File: config.mk
export PLATFORM = sky130hd
export DESIGN_NAME = idct_row_sched_flat
export DESIGN_NICKNAME = d
export VERILOG_FILES = /design/src/rtl/idct_row_sched_if.sv /design/src/rtl/idct_row_sched.sv /design/src/flat_wrapper.sv
export SDC_FILE = /design/constraint.sdc
export NUM_CORES = 2
export LEC_CHECK = 0
export BUFFER_PORTS_ARGS = -buffer_cell sky130_fd_sc_hd__buf_4
export CORE_MARGIN = 10
export CORE_UTILIZATION = 45
export CTS_CLUSTER_SIZE = 16
export DETAILED_ROUTE_END_ITERATION = 6
export PLACE_DENSITY = 0.72
export SETUP_SLACK_MARGIN = 0.5
export SYNTH_ARGS = -nofsm -noshare
export SYNTH_HDL_FRONTEND = slang
export SYNTH_SLANG_ARGS = --single-unit
File: constraint.sdc
create_clock -name clk -period 25.4 [get_ports clk]
set_clock_uncertainty 0.05 [all_clocks]
set_input_delay 3.81 -clock clk [delete_from_list [all_inputs] [get_ports clk]]
set_output_delay 3.81 -clock clk [all_outputs]
set_load 0.05 [all_outputs]
File: src/rtl/idct_row_sched_if.sv
// idct_row_sched_if -- bus bundle for the IDCT row scheduler.
//   in_valid/in_ready/in_coef    : coefficient input handshake (row-major block order)
//   row_vec/row_res              : loop to the external combinational row-IDCT datapath
//   col_valid/col_ready/col_data : intermediate column output handshake
//   col_idx                      : index of the column on col_data
//   blk_done                     : pulse on acceptance of the last column of a block
//   busy                         : a block is in progress
// slave  = scheduler view, master = environment view.
interface idct_row_sched_if;
    logic         in_valid;
    logic         in_ready;
    logic [31:0]  in_coef;
    logic [255:0] row_vec;
    logic [255:0] row_res;
    logic         col_valid;
    logic         col_ready;
    logic [255:0] col_data;
    logic [2:0]   col_idx;
    logic         blk_done;
    logic         busy;

    modport slave (
        input  in_valid, in_coef, row_res, col_ready,
        output in_ready, row_vec, col_valid, col_data, col_idx, blk_done, busy
    );

    modport master (
        output in_valid, in_coef, row_res, col_ready,
        input  in_ready, row_vec, col_valid, col_data, col_idx, blk_done, busy
    );
endinterface

File: src/rtl/idct_row_sched.sv
// idct_row_sched -- single-buffered 8x8 row-pass scheduler for a 2-D IDCT.
// Collects 8 coefficients into a row register (LOAD), captures the external
// row-IDCT result into an 8x8 buffer (ROW), and after 8 rows streams the
// buffer out column by column (DRAIN).
//   clk : clock, rising edge
//   rst : synchronous active-high reset
//   bus : idct_row_sched_if.slave (see interface header for signal roles)
module idct_row_sched (
    input  logic               clk,
    input  logic               rst,
    idct_row_sched_if.slave    bus
);
    typedef enum logic [1:0] {
        LOAD  = 2'd0,
        ROW   = 2'd1,
        DRAIN = 2'd2
    } state_e;

    state_e                 state_q, state_d;
    logic [2:0]             coef_cnt_q, coef_cnt_d;
    logic [2:0]             row_cnt_q, row_cnt_d;
    logic [2:0]             col_cnt_q, col_cnt_d;
    logic [7:0][31:0]       row_q, row_d;
    // blk_q[r][c]: row r, column c of the row-transformed block
    logic [7:0][7:0][31:0]  blk_q, blk_d;
    logic [7:0][31:0]       col_w;

    always_comb begin
        state_d       = state_q;
        coef_cnt_d    = coef_cnt_q;
        row_cnt_d     = row_cnt_q;
        col_cnt_d     = col_cnt_q;
        row_d         = row_q;
        blk_d         = blk_q;
        bus.in_ready  = 1'b0;
        bus.col_valid = 1'b0;
        bus.blk_done  = 1'b0;
        case (state_q)
            LOAD: begin
                bus.in_ready = 1'b1;
                if (bus.in_valid) begin
                    row_d[coef_cnt_q] = bus.in_coef;
                    coef_cnt_d        = coef_cnt_q + 3'd1;
                    if (coef_cnt_q == 3'd7) state_d = ROW;
                end
            end
            ROW: begin
                blk_d[row_cnt_q] = bus.row_res;
                row_cnt_d        = row_cnt_q + 3'd1;
                state_d          = (row_cnt_q == 3'd7) ? DRAIN : LOAD;
            end
            DRAIN: begin
                bus.col_valid = 1'b1;
                if (bus.col_ready) begin
                    col_cnt_d = col_cnt_q + 3'd1;
                    if (col_cnt_q == 3'd7) begin
                        bus.blk_done = 1'b1;
                        state_d      = LOAD;
                    end
                end
            end
            default: state_d = LOAD;
        endcase
    end

    // Column view of the buffer; only col_cnt_q selects, so it is stable under stall.
    always_comb begin
        for (int r = 0; r < 8; r++) col_w[r] = blk_q[r][col_cnt_q];
    end

    assign bus.row_vec  = row_q;
    assign bus.col_data = col_w;
    assign bus.col_idx  = col_cnt_q;
    // Idle only when sitting in LOAD with nothing of the block accepted yet.
    assign bus.busy     = !(state_q == LOAD && coef_cnt_q == 3'd0 && row_cnt_q == 3'd0);

    always_ff @(posedge clk) begin
        if (rst) begin
            state_q    <= LOAD;
            coef_cnt_q <= 3'd0;
            row_cnt_q  <= 3'd0;
            col_cnt_q  <= 3'd0;
        end else begin
            state_q    <= state_d;
            coef_cnt_q <= coef_cnt_d;
            row_cnt_q  <= row_cnt_d;
            col_cnt_q  <= col_cnt_d;
        end
    end

    // Datapath storage carries no reset; contents are always rewritten before use.
    always_ff @(posedge clk) begin
        row_q <= row_d;
        blk_q <= blk_d;
    end
endmodule
File: src/flat_wrapper.sv
// flat-port wrapper written by rule: the top's interface ports become plain ports
module idct_row_sched_flat 
  (clk, rst, bus_in_valid, bus_in_coef, bus_row_res, bus_col_ready, bus_in_ready, bus_row_vec, bus_col_valid, bus_col_data, bus_col_idx, bus_blk_done, bus_busy);
  idct_row_sched_if bus_i ();
  input  logic clk;
  input  logic rst;
  input wire logic [$bits(bus_i.in_valid)-1:0] bus_in_valid;
  input wire logic [$bits(bus_i.in_coef)-1:0] bus_in_coef;
  input wire logic [$bits(bus_i.row_res)-1:0] bus_row_res;
  input wire logic [$bits(bus_i.col_ready)-1:0] bus_col_ready;
  output wire logic [$bits(bus_i.in_ready)-1:0] bus_in_ready;
  output wire logic [$bits(bus_i.row_vec)-1:0] bus_row_vec;
  output wire logic [$bits(bus_i.col_valid)-1:0] bus_col_valid;
  output wire logic [$bits(bus_i.col_data)-1:0] bus_col_data;
  output wire logic [$bits(bus_i.col_idx)-1:0] bus_col_idx;
  output wire logic [$bits(bus_i.blk_done)-1:0] bus_blk_done;
  output wire logic [$bits(bus_i.busy)-1:0] bus_busy;
  assign bus_i.in_valid = bus_in_valid;
  assign bus_i.in_coef = bus_in_coef;
  assign bus_i.row_res = bus_row_res;
  assign bus_i.col_ready = bus_col_ready;
  assign bus_in_ready = bus_i.in_ready;
  assign bus_row_vec = bus_i.row_vec;
  assign bus_col_valid = bus_i.col_valid;
  assign bus_col_data = bus_i.col_data;
  assign bus_col_idx = bus_i.col_idx;
  assign bus_blk_done = bus_i.blk_done;
  assign bus_busy = bus_i.busy;
  idct_row_sched u_core (.clk(clk), .rst(rst), .bus(bus_i));
endmodule
Word level (Yosys, flattened, before mapping)
Cells that the tools add are included.
- output and inout bits: 519
- logic and storage cells: 137
- bits in registers: 2315
- input bits: 292
- add/subtract/negate cells: 3
- reduce and logical (&&, ||, !) cells: 11
- multiplexer cells: 33
- $lt $le $gt $ge: 5
- equality and inequality tests: 9
- operators with widths (cell ; number):
    2048-bit bitwise mux ; 1
    32-bit binary-select mux with 3-bit select ; 8
    256-bit demux with 3-bit select ; 1
    32-bit two-way mux ; 9
    256-bit bitwise mux ; 1
    256-bit two-way mux ; 1
    32-bit demux with 3-bit select ; 1
    3-bit by 4-bit less-than comparator with 1-bit output (second input constant) ; 3
    2-bit two-way mux ; 5
    3-bit by 1-bit adder with 3-bit output (second input constant) ; 3
    3-bit equality test (second input constant) ; 3
    3-bit by 1-bit greater-or-equal comparator with 1-bit output (second input constant) ; 2
    3-bit logical NOT ; 2
    2-bit case mux with 3 select lines ; 1
    1-bit two-way mux ; 5
    1-bit logical AND ; 4
    2-bit by 1-bit != test with 1-bit output (second input constant) ; 2
    2-bit != test (second input constant) ; 2
    2-bit AND reduction ; 2
    4-bit AND reduction ; 1
    2-bit by 1-bit equality test with 1-bit output (second input constant) ; 1
    2-bit equality test (second input constant) ; 1
    2-bit logical NOT ; 1
    1-bit logical NOT ; 1

Depth between registers and ports, before layout
- word-level depth: 5
- mapped depth: 5
- depth with buffers taken out: 5

Worst setup path after synthesis
Ideal clock, no wire load.
- kind: register to register
- start: register u_core.state_q[1]
- end: register u_core.blk_q[0] (netlist name) (enable)
- clock period less this slack: 26.111 ns
- cell stages (with the launch flop): 3
- buffers on the path: 1
- setup time: 1.498 ns
- arrival time: 24.563 ns
- slack: -0.711 ns
- required time: 23.852 ns
- path through: dfxtp_1 clkbuf_1 nor4_1
- cells in the longest elaborated chain, start to end: 1
- ends and longest elaborated chain (what ; RTL line ; RTL):
    start, declared ; idct_row_sched.sv:19 ; state_e state_q, state_d;
    start signal, assigned ; idct_row_sched.sv:84 ; state_q <= state_d;
    2-bit by 1-bit equality test with 1-bit output ; idct_row_sched.sv:38 ; case (state_q)
    end signal, assigned ; idct_row_sched.sv:94 ; blk_q <= blk_d;
    end, declared ; idct_row_sched.sv:25 ; logic [7:0][7:0][31:0] blk_q, blk_d;
Every way passes these cells.
A chain may end at the register's enable or synchronous reset.

Final worst setup path
- start: register u_core.col_cnt_q[1], in the netlist u_core.bus.col_idx[1]
- end: output port bus_col_data[70]
- cells in the longest elaborated chain, start to end: 2
- ends and longest elaborated chain (what ; RTL line ; RTL):
    start, declared ; idct_row_sched.sv:22 ; logic [2:0] col_cnt_q, col_cnt_d;
    start signal, assigned ; idct_row_sched.sv:87 ; col_cnt_q <= col_cnt_d;
    32-bit binary-select mux with 3-bit select ; idct_row_sched.sv:68 ; for (int r = 0; r < 8; r++) col_w[r] = blk_q[r][col_cnt_q];
    32-bit two-way mux (implied by the code) ; idct_row_sched.sv:68 ;
    end, declared ; flat_wrapper.sv:14 ; output wire logic [$bits(bus_i.col_data)-1:0] bus_col_data;
Every way passes these cells. The select of a mux whose other input is x is not followed.

==> impl_metrics.ini <==
[die]
die_h_um = 455.2
std_cell_rows = 159
start_util = 0.4534
core-area_um2 = 188000
ios = 811
die_w_um = 455.2
die_area_um2 = 207200

[cts]
clk_pin_slew_ns = 0.06
clkLatencyLatePin_ns = 0.86
post_cts_buffers = 0
cts_tree = built
cts_num_sinks = 2315
hold_buffers = 0
cts_inserted_buffers = 220
cts_root_buf = clkbuf_16
htree_levels = 4
cts_resized = 0
clock_path_buffers = 3

[min_path]
hold_start = u_core.coef_cnt_q[0]$_SDFFE_PP0P_
whs_path_depth = 2
hold_end = u_core.coef_cnt_q[0]$_SDFFE_PP0P_
holdCritPathClass = reg2reg

[place]
dp_hpwl_mm = 128.6
place.gp.congestion = 0.7894
port_buffers = 810

[cells_and_area]
multi_input_area_um2 = 14940
ff_latch_area_um2 = 69420
syn2layout_area_growth_pct = 18.95
fillCellCount = 13780
postLayoutCoreUtil = 0.5393
layout_commonest_cell = edfxtp_1
final_nets = 4542
drive_gt1_frac = 0.4456
final_cell_mix = 2,304 x edfxtp_1, 864 x buf_4, 512 x mux4_2

[logic_synthesis]
syn_inst = 3298
synth_edf_count = 2304
async_reset_ff_frac = 0
synth_cell_type_count = 28
synth-seq-cells = 2315
synthFlopType = edfxtp_1
ys_seq_area_frac = 0.8143
netlist_area_um2 = 85230
syn-num-nets = 3598
syn_avg_cell_area_um2 = 25.84
synth_warnings = 0

[sta]
max-slew-margin-rel = 0.2327
period_needed_ns = 10.48
post-route-period-util = 0.4127
setup_viol = 0
worst_pin_slew_ns = 1.148
hold_viol = 0
clock.fmax_mhz = 95.40
drv_slew = 0
rsz0062_at_grt = no

[pwr]
powerDensity_nw_per_um2 = 75.37
ir_drop_uv = 94.15
leakagePower_nw = 32.18
p_total_mw = 7.642

[worst_setup_path]
rrSetupSlack_ns = 20.78
path_class = reg2out
reg2reg_depth = 6
start_kind = register
arrival_ns = 6.62
end_kind = primary output
worstReg2RegStart = u_core.row_cnt_q[1]$_SDFFE_PP0P_
worst-path-max-fanout = 73
worst_r2r_endpoint = u_core.blk_q[681]$_DFFE_PP_
cp_data_required_time_ns = 21.54

[detailed_routing]
final_antenna_net_count = 0
drcViolationCount = 0
via_per_inst = 5.591
totalWireLength_mm = 202.4
drt_pass1_iterations = 6
drt_iter0_markers = 3503
vias = 38790
wl_per_cell_um = 29.17

[grt]
overflow = 0
antenna_found_initial = 47
grt_pass1_vias = 40200
grt_pass1_wl_mm = 288.7
grt_util_all_layers = 0.1911
grt_start_max_net_pins = 145

[job]
maxCapViolations = 0

[outcome]
outcome = finished, final reports clean
## sequential cells by signal (all words and copies together), names as in the netlist
| signal | count |
|---|---|
| u_core.blk_q | 2048 |
| u_core.bus.col_idx | 3 |
| u_core.bus.row_vec | 256 |
| u_core.coef_cnt_q | 3 |
| u_core.row_cnt_q | 3 |
| u_core.state_q | 2 |
## how the worst max path moves through the flow
stage,end,from,slack [ns],cells after the start
5_1_grt,bus_col_data[70],u_core.bus.col_idx[1]$_SDFFE_PP0P_,14.58,7
4_1_cts,bus_col_data[6],u_core.bus.col_idx[1]$_SDFFE_PP0P_,14.75,7
3_5_place_dp,bus_col_data[105],u_core.bus.col_idx[1]$_SDFFE_PP0P_,15.74,7
2_1_floorplan,u_core.blk_q[0]$_DFFE_PP_,u_core.state_q[1]$_SDFFE_PP0P_,-0.71,2
3_3_place_gp,bus_col_data[105],u_core.bus.col_idx[1]$_SDFFE_PP0P_,15.75,7
6_report,bus_col_data[70],u_core.bus.col_idx[1]$_SDFFE_PP0P_,14.92,7
## synthesized netlist by cell type, drive strengths merged (3+ instances only)
master | count | area share
edfxtp | 2304 | 0.81
mux4 | 512 | 0.14
mux2 | 256 | 0.034
buf | 109 | 0.010
clkbuf | 36 | 0.0016
nor2 | 22 | 0.00097
dfxtp | 11 | 0.0026
nand2 | 9 | 0.00040
ha | 8 | 0.0012
inv | 4 | 0.00018
mux2i | 4 | 0.00047
nand3b | 3 | 0.00026
## kinds of logic after synthesis
kind of cell	Yosys count	share of synthesized area
buffers and inverters	149	0.01173
flip-flops	2315	0.8143
adder cells (fa/ha/maj)	8	0.001174
XOR/XNOR	3	0.0003083
AO/OA/AOI/OAI	3	0.0002056
AND/OR/NAND/NOR	48	0.002701
multiplexers	772	0.1696
## layer usage
| metal | track usage | up-vias | part of all wire |
|---|---|---|---|
| met5 | 0 | - | 0.00097 |
| met4 | 0.07832 | 28 | 0.038 |
| met3 | 0.04573 | 337 | 0.073 |
| met2 | 0.3297 | 1627 | 0.53 |
| met1 | 0.2318 | 20710 | 0.36 |
| li1 | - | 16090 | - |
## power breakdown
part / internal [mW] / total, mW / switching, mW
sequential: 4.21 / 4.21 / 0.00345
combinational: 0.0424 / 0.160 / 0.117
clock: 1.86 / 3.27 / 1.41
## layout make-up
class	count	share of cell area
inverter	4	0.0001481
tap	2495	0.03079
antenna	22	0.0005430
clock buffer	260	0.05578
clock inverter	141	0.01614
timing repair buffer	867	0.06457
sequential	2315	0.6847
multi-input combinational	834	0.1474
## critical path, stage by stage (launching register included)
cell and delay [ns]:
dfxtp_4 0.95, buf_4 0.82, buf_4 0.93, buf_4 0.90, buf_4 0.96, mux4_2 0.43
mux2_2 0.32, buf_4 0.20
## stage by stage
step                TNS [ns]  hold WS [ns]  cell area (um^2)  cells  setup slack [ns]
finish                     0        0.5408            101400   6938             14.92
global route               0        0.5770            101400   6933             14.58
CTS                        0        0.5359            101300   6916             14.75
detailed placement         0        0.5179             94040   6515             15.74
global placement           0        0.5084             94040   6515             15.75
floorplan            -363.86        0.4824             85230   3298           -0.7107
Note: power is estimated with default switching activity, not from simulation.
